[src/rtl/rrobin_client.sv]
// ============================================================================
// Module   : rrobin_client
// Brief    : Two-channel job client for a two-way arbiter. Pending-job
//            counters, request FSMs, overflow/starvation/protocol flags.
// Revision : 1.0 - initial release
// ============================================================================
`default_nettype none

module rrobin_client #(
  parameter int DEPTH_W      = 3,
  parameter int STARVE_LIMIT = 4
) (
  input  logic               clock,
  input  logic               reset_n,
  input  logic               job0,
  input  logic               job1,
  input  logic               ack0,
  input  logic               ack1,
  output logic               req0,
  output logic               req1,
  output logic [DEPTH_W-1:0] pend0,
  output logic [DEPTH_W-1:0] pend1,
  output logic               ovf0,
  output logic               ovf1,
  output logic               starve0,
  output logic               starve1,
  output logic               perr
);

  localparam int                   c_WAIT_W   = $clog2(STARVE_LIMIT + 1);
  localparam logic [DEPTH_W-1:0]   c_PEND_MAX = '1;
  localparam logic [c_WAIT_W-1:0]  c_STARVE   = c_WAIT_W'(STARVE_LIMIT);

  typedef enum logic [0:0] {
    ST_IDLE   = 1'b0,
    ST_ACTIVE = 1'b1
  } state_t;

  logic [1:0]         w_job;
  logic [1:0]         w_ack;
  logic [1:0]         w_req;
  logic [1:0]         w_ovf;
  logic [1:0]         w_starve;
  logic [DEPTH_W-1:0] w_pend [2];
  logic               w_perr_hit;
  logic               r_perr;

  assign w_job = {job1, job0};
  assign w_ack = {ack1, ack0};

  for (genvar gi = 0; gi < 2; gi++) begin : g_ch
    state_t              r_state;
    state_t              w_state_nxt;
    logic [DEPTH_W-1:0]  r_pend;
    logic [DEPTH_W-1:0]  w_pend_nxt;
    logic [c_WAIT_W-1:0] r_wait;
    logic [c_WAIT_W-1:0] w_wait_nxt;
    logic                r_ovf;
    logic                r_starve;
    logic                w_served;
    logic                w_ovf_hit;

    // An ack only serves a job while this channel's registered request is up.
    assign w_served = w_ack[gi] & (r_state == ST_ACTIVE);

    always_comb begin
      w_pend_nxt  = r_pend;
      w_ovf_hit   = 1'b0;
      w_wait_nxt  = '0;
      if (w_job[gi] && !w_served) begin
        if (r_pend == c_PEND_MAX) begin
          w_ovf_hit = 1'b1;
        end else begin
          w_pend_nxt = r_pend + 1'b1;
        end
      end else if (!w_job[gi] && w_served) begin
        w_pend_nxt = r_pend - 1'b1;
      end
      w_state_nxt = (w_pend_nxt != '0) ? ST_ACTIVE : ST_IDLE;
      if (r_state == ST_ACTIVE && !w_ack[gi]) begin
        w_wait_nxt = (r_wait == c_STARVE) ? r_wait : r_wait + 1'b1;
      end
    end

    always_ff @(posedge clock or negedge reset_n) begin
      if (!reset_n) begin
        r_state  <= ST_IDLE;
        r_pend   <= '0;
        r_wait   <= '0;
        r_ovf    <= 1'b0;
        r_starve <= 1'b0;
      end else begin
        r_state  <= w_state_nxt;
        r_pend   <= w_pend_nxt;
        r_wait   <= w_wait_nxt;
        r_ovf    <= r_ovf | w_ovf_hit;
        r_starve <= r_starve | (w_wait_nxt == c_STARVE);
      end
    end

    assign w_req[gi]    = (r_state == ST_ACTIVE);
    assign w_pend[gi]   = r_pend;
    assign w_ovf[gi]    = r_ovf;
    assign w_starve[gi] = r_starve;
  end

  // Protocol error: both grants at once, or a grant to a channel not requesting.
  assign w_perr_hit = (ack0 & ack1) | (|(w_ack & ~w_req));

  always_ff @(posedge clock or negedge reset_n) begin
    if (!reset_n) begin
      r_perr <= 1'b0;
    end else begin
      r_perr <= r_perr | w_perr_hit;
    end
  end

  assign req0    = w_req[0];
  assign req1    = w_req[1];
  assign pend0   = w_pend[0];
  assign pend1   = w_pend[1];
  assign ovf0    = w_ovf[0];
  assign ovf1    = w_ovf[1];
  assign starve0 = w_starve[0];
  assign starve1 = w_starve[1];
  assign perr    = r_perr;

endmodule

`default_nettype wire
[config.mk]
export PLATFORM = sky130hd
export DESIGN_NAME = rrobin_client
export DESIGN_NICKNAME = d
export VERILOG_FILES = /design/src/rtl/rrobin_client.sv
export SDC_FILE = /design/constraint.sdc
export NUM_CORES = 1
export LEC_CHECK = 0
export CAP_MARGIN = 40
export CORE_AREA = 2 2 48 50
export CTS_CLUSTER_DIAMETER = 200
export DETAILED_ROUTE_END_ITERATION = 12
export DIE_AREA = 0 0 50 52
export PLACE_DENSITY = 0.81
export SLEW_MARGIN = 30
export SYNTH_ARGS = -nofsm -noshare
export SYNTH_HDL_FRONTEND = slang
export SYNTH_SLANG_ARGS = --single-unit
[constraint.sdc]
create_clock -name clock -period 2.7 [get_ports clock]
set_input_delay 0.54 -clock clock [delete_from_list [all_inputs] [get_ports clock]]
set_output_delay 0.54 -clock clock [all_outputs]
set_load 0.02 [all_outputs]
# [After elaboration in Yosys (flattened, before gate mapping)]
# Cells that the tools add are included.
[word_totals] ff_bits=19 in_bits=6 out_inout_bits=13 elab_cells=65
[op_classes] addsub=6 n_eq_ne=6 muxes=16 bitwise=11 n_reduce_logical=15
[op_table] op="2-to-1 mux 3 bit" n=10
[op_table] op="equality test 3 bit, second input constant" n=6
[op_table] op="adder 3 x 1 -> 3 bit, second input constant" n=4
[op_table] op="logical AND 1 bit" n=6
[op_table] op="zero test 1 bit" n=6
[op_table] op="2-to-1 mux 1 bit" n=6
[op_table] op="OR 1 bit" n=6
[op_table] op="nonzero test 3 bit" n=2
[op_table] op="subtractor 3 x 1 -> 3 bit, second input constant" n=2
[op_table] op="AND 1 bit" n=3
[op_table] op="AND 2 bit" n=1
[op_table] op="inverter 2 bit" n=1
[op_table] op="OR reduction 2 bit" n=1

# [Depth between registers and ports, before layout]
[logic_depth] word_depth=6 mapped_depth=5 mapped_depth_nobuf=5

# [Least setup slack after synthesis]
# Ideal clock, no wire load.
[synth_path] kind="flip-flop to flip-flop" startpoint="register g_ch[1].r_pend[0] (netlist: pend1[0])" endpoint="register g_ch[1].r_state (netlist: req1)" setup_ns=0.145 arrival_ns=1.424 t_required_ns=2.555 slack_ns=1.131 path_stages_with_launch=5 path_buffers=0 period_less_slack_ns=1.569 cell_sequence="dfrtp_1 -> inv_1 -> ha_1 -> nor4_1 -> o311ai_2"
[synth_between] elab_chain_cells=5 word_cells_on_any_way=8 classes_between="add/sub: 2; eq/ne: 1; mux: 4; reduce/logical: 1"
[synth_lines] item="start: declaration" line_no="54" text="logic [DEPTH_W-1:0] r_pend;"
[synth_lines] item="start signal: assignment" line_no="94" text="r_pend <= w_pend_nxt;"
[synth_lines] item="subtractor 3 x 1 -> 3 bit, or another cell as far along" line_no="77" text="w_pend_nxt = r_pend - 1'b1;"
[synth_lines] item="2-to-1 mux 3 bit, on equally long branches" line_no="76, 71"
[synth_lines] item="2-to-1 mux 3 bit (*)" line_no="70" text="if (w_job[gi] && !w_served) begin"
[synth_lines] item="nonzero test 3 bit (*)" line_no="79" text="w_state_nxt = (w_pend_nxt != '0) ? ST_ACTIVE : ST_IDLE;"
[synth_lines] item="2-to-1 mux 1 bit (*)" line_no="79"
[synth_lines] item="net g_ch[1].w_state_nxt" line_no="53" text="state_t w_state_nxt;"
[synth_lines] item="end signal: assignment" line_no="93" text="r_state <= w_state_nxt;"
[synth_lines] item="end: declaration" line_no="52" text="state_t r_state;"
# The timed path passes the listed nets; every way through them passes the cells marked *.

# [Final worst setup path]
[layout_path] startpoint="register g_ch[1].r_pend[0] (netlist: pend1[0])" endpoint="output port pend1[0]"
[layout_rtl] item="end: declaration" line_no="22" text="output logic [DEPTH_W-1:0] pend1,"
# No word-level cell between the ends.

==> results.md <==
- I/O Pins: 19
- Max cap viols: 0
- Final setup margin: 0.730 ns
- Dpl ws: 0.706 ns
- Layout fillers: 159
- WP data required: 2.16 ns
- Dominant synthesized flop cell: dfrtp_1
- RR Startpoint: pend1[0]
- Clock H-tree levels: 1
- Clock skew: approximately 0.007 ns
- Slowest cell on crit path: clkdlybuf4s50_1
- Mapped Area: 1110 µm²
- Hold crit path type: reg2reg
- Complex-gate fraction of the synthesized area: 23.0%
- Initial antenna violation count: 0
- Hold_buf cts: 0
- Synth Area in XOR/XNOR: 2.36%
- WP data arrival: about 1.4 ns
- Placer Congestion: 0.767
- Setup repair bufs after CTS: 0
- Core Util, Final: 64.6%
- Slew HR: between 70% and 80%
- Top delay family on crit path: buffers and inverters
- DR iter-0 viols: 3
- Final min period: 1.97 ns
- Worst hold stages: 1
- Status: finished, final reports clean
- Fin nets: 144
- Slew Limit Fails: 0
- Share of cells above drive strength 1: 12.4%
- Fmax: 508 MHz
- Area share of the largest cell type after synthesis: between 40% and 50%
- TritonCTS buffer count: 3
- Final HPWL DP: 1.61 mm
- Clk sinks: 19
- Skew-Pair Late Insertion Delay: 0.31 ns
- CTS Buffer Depth: 2
- Antenna diode count: 0
- Total vias in the final route: roughly 840
- Worst path depth: 1
- Post-route ant nets: 0
- Critical Path End: pend1[0]
- Synthesized flop and latch total: 19
- Fin crit share: ~73%
- Area leader, netlist: dfrtp_1
- Die area: 2600 µm²
- First-pass GRT wire length: 3.56 mm
- FF-to-FF End: req1
- Area delta synth->final: 22.4%
- Startpoint Class: flip-flop
- Row cnt: 17
- Lkg Pwr: 0.000598 µW
- CP max FO: 5
- Post-synthesis mux area share: 1.01%
- Post-CTS Resized: 0
- Final setup viols: 0
- Adder-cell share of the synthesized area: 9.01%
- Area contributors post-synth: dfrtp_1 (43%), ha_1 (9.0%), inv_1 (4.7%)
- Largest net degree at the start of global routing: 20
- Post-place instance area: 1330 µm²
- Sequential fraction of the synthesis area: 42.8%
- Crit path kind: reg2out
- CTS root buf: clkbuf_4
- DR pass1 iterations: 3
- Ys Warns: 0
- Total grt overflow: 0
- Avg Synthesized Cell Area: 10.5 µm²
- Vias per cell: 5.38
- Commonest non-fill, non-tap cell in the layout: dfrtp_1
- Post-synth EDFFs: 0
- Mapped Cells: 106
- Leading cell types in the layout, fill and taps excluded: dfrtp_1 (19), clkdlybuf4s50_1 (18), inv_1 (14)
- Least-Margin Pin Slew: 0.409 ns
- CP max stage delay: roughly 0.65 ns
- Vias in the first global route: 842
- Die Height: 52 µm
- CP endpoint kind: output port
- Final wirelength: 2.13 mm
- Post-synth ARST share: 100%
- Wire per inst: between 10 and 15 µm
- Gr usage total: 18.6%
- Worst-path cell chain: clkdlybuf4s50_1
- CP Launch Point: pend1[0]
- Initial Util: a little over half
- Largest family of logic cells by synthesized area: compound AO/OA/AOI/OAI gates
- Worst R2R Path Depth: 4
- Hold slack: 0.473 ns
- # port buffers: 18
- Final hold violation count: 0
- Post-synth cell types: 41
- R2R Setup Slk: 1.07 ns
- RSZ-0062 raised after global routing: false
- TritonCTS clock tree: done
- Die width: 50 µm
- Core ar.: 2110 µm²
- Post-Synth Simple-Gate Area: 17.1%
- Synthesized Nets: 120
- DRC: 0
- Peak VDD IR: 0.564 mV
- Worst-path clk slew: 0.11 ns
- Fin area: 1360 µm²
- Pwr dens: 891 nW/µm²
- Buf/Inv on CP: 1
- TNS Setup: 0 ns
[layout make-up]
class,instances,area [µm²],share of cell area (%)
Clock buffer,4,26.3,1.93
Inverter,14,52.6,3.86
Multi-Input combinational cell,73,583,42.9
Sequential cell,19,475,35.0
Tap cell,28,35.0,2.58
Timing Repair Buffer,19,188,13.8
[where the power goes]
group	internal [µW]	total (µW)	switching [µW]
combinational	288	608	320
sequential	362	452	89.6
clock	57.7	152	93.8
total	709	1210	503
[worst min-delay path by stage]
stage,from,end,slack (ns)
after global placement,starve0,starve0,0.44
after detailed placement,starve0,starve0,0.45
after CTS,starve0,starve0,0.47
after floorplan,reset_n,g_ch[0].r_wait[0],0.24
final,starve1,starve1,0.47
after global routing,starve1,starve1,0.50
[sequential cells by signal, indices dropped and copies added (netlist names)]
register,cells
g_ch.r_wait,6
ovf0,1
ovf1,1
pend0,3
pend1,3
perr,1
req0,1
req1,1
starve0,1
starve1,1
[per-stage QoR]
| stage | std cells | total power, µW |
|---|---|---|
| 2_1_floorplan | 106 | 853 |
| 4_1_cts | 157 | 1220 |
| 5_1_grt | 157 | 1300 |
| 3_5_place_dp | 153 | 1070 |
| 3_3_place_gp | 153 | 1040 |
| 6_report | 157 | 1210 |
[logic make-up (layout without fill, tap and decap cells)]
| group | after synthesis | after routing |
|---|---|---|
| AOI/OAI and AO/OA | 29 | 29 |
| xor gates and xnor gates | 3 | 3 |
| adders and majority gates | 8 | 8 |
| buffers and inverters | 14 | 37 |
| DFF | 19 | 19 |
| muxes | 1 | 1 |
| and+or+nand+nor | 32 | 32 |
[per-layer routing]
metal  GRT usage (%)  up-vias  share of wire [%]
li1                -      421                  -
met1            19.7      407                 45
met2            34.0       12                 50
met3            3.74        4                2.4
met4            11.1        0                2.5
met5               0        -                  0
[cell usage after synthesis (2+ instances only)]
cell and instances:
a21boi_2 2, a21oi_1 7, and2_1 2, and3b_1 2, dfrtp_1 19, ha_1 8, inv_1 14, nand2_1 7
nor2_1 6, nor2b_1 2, nor3_1 2, nor4_1 2, o21ai_0 3, xnor2_1 3
Power figures use the tool's default switching activity.
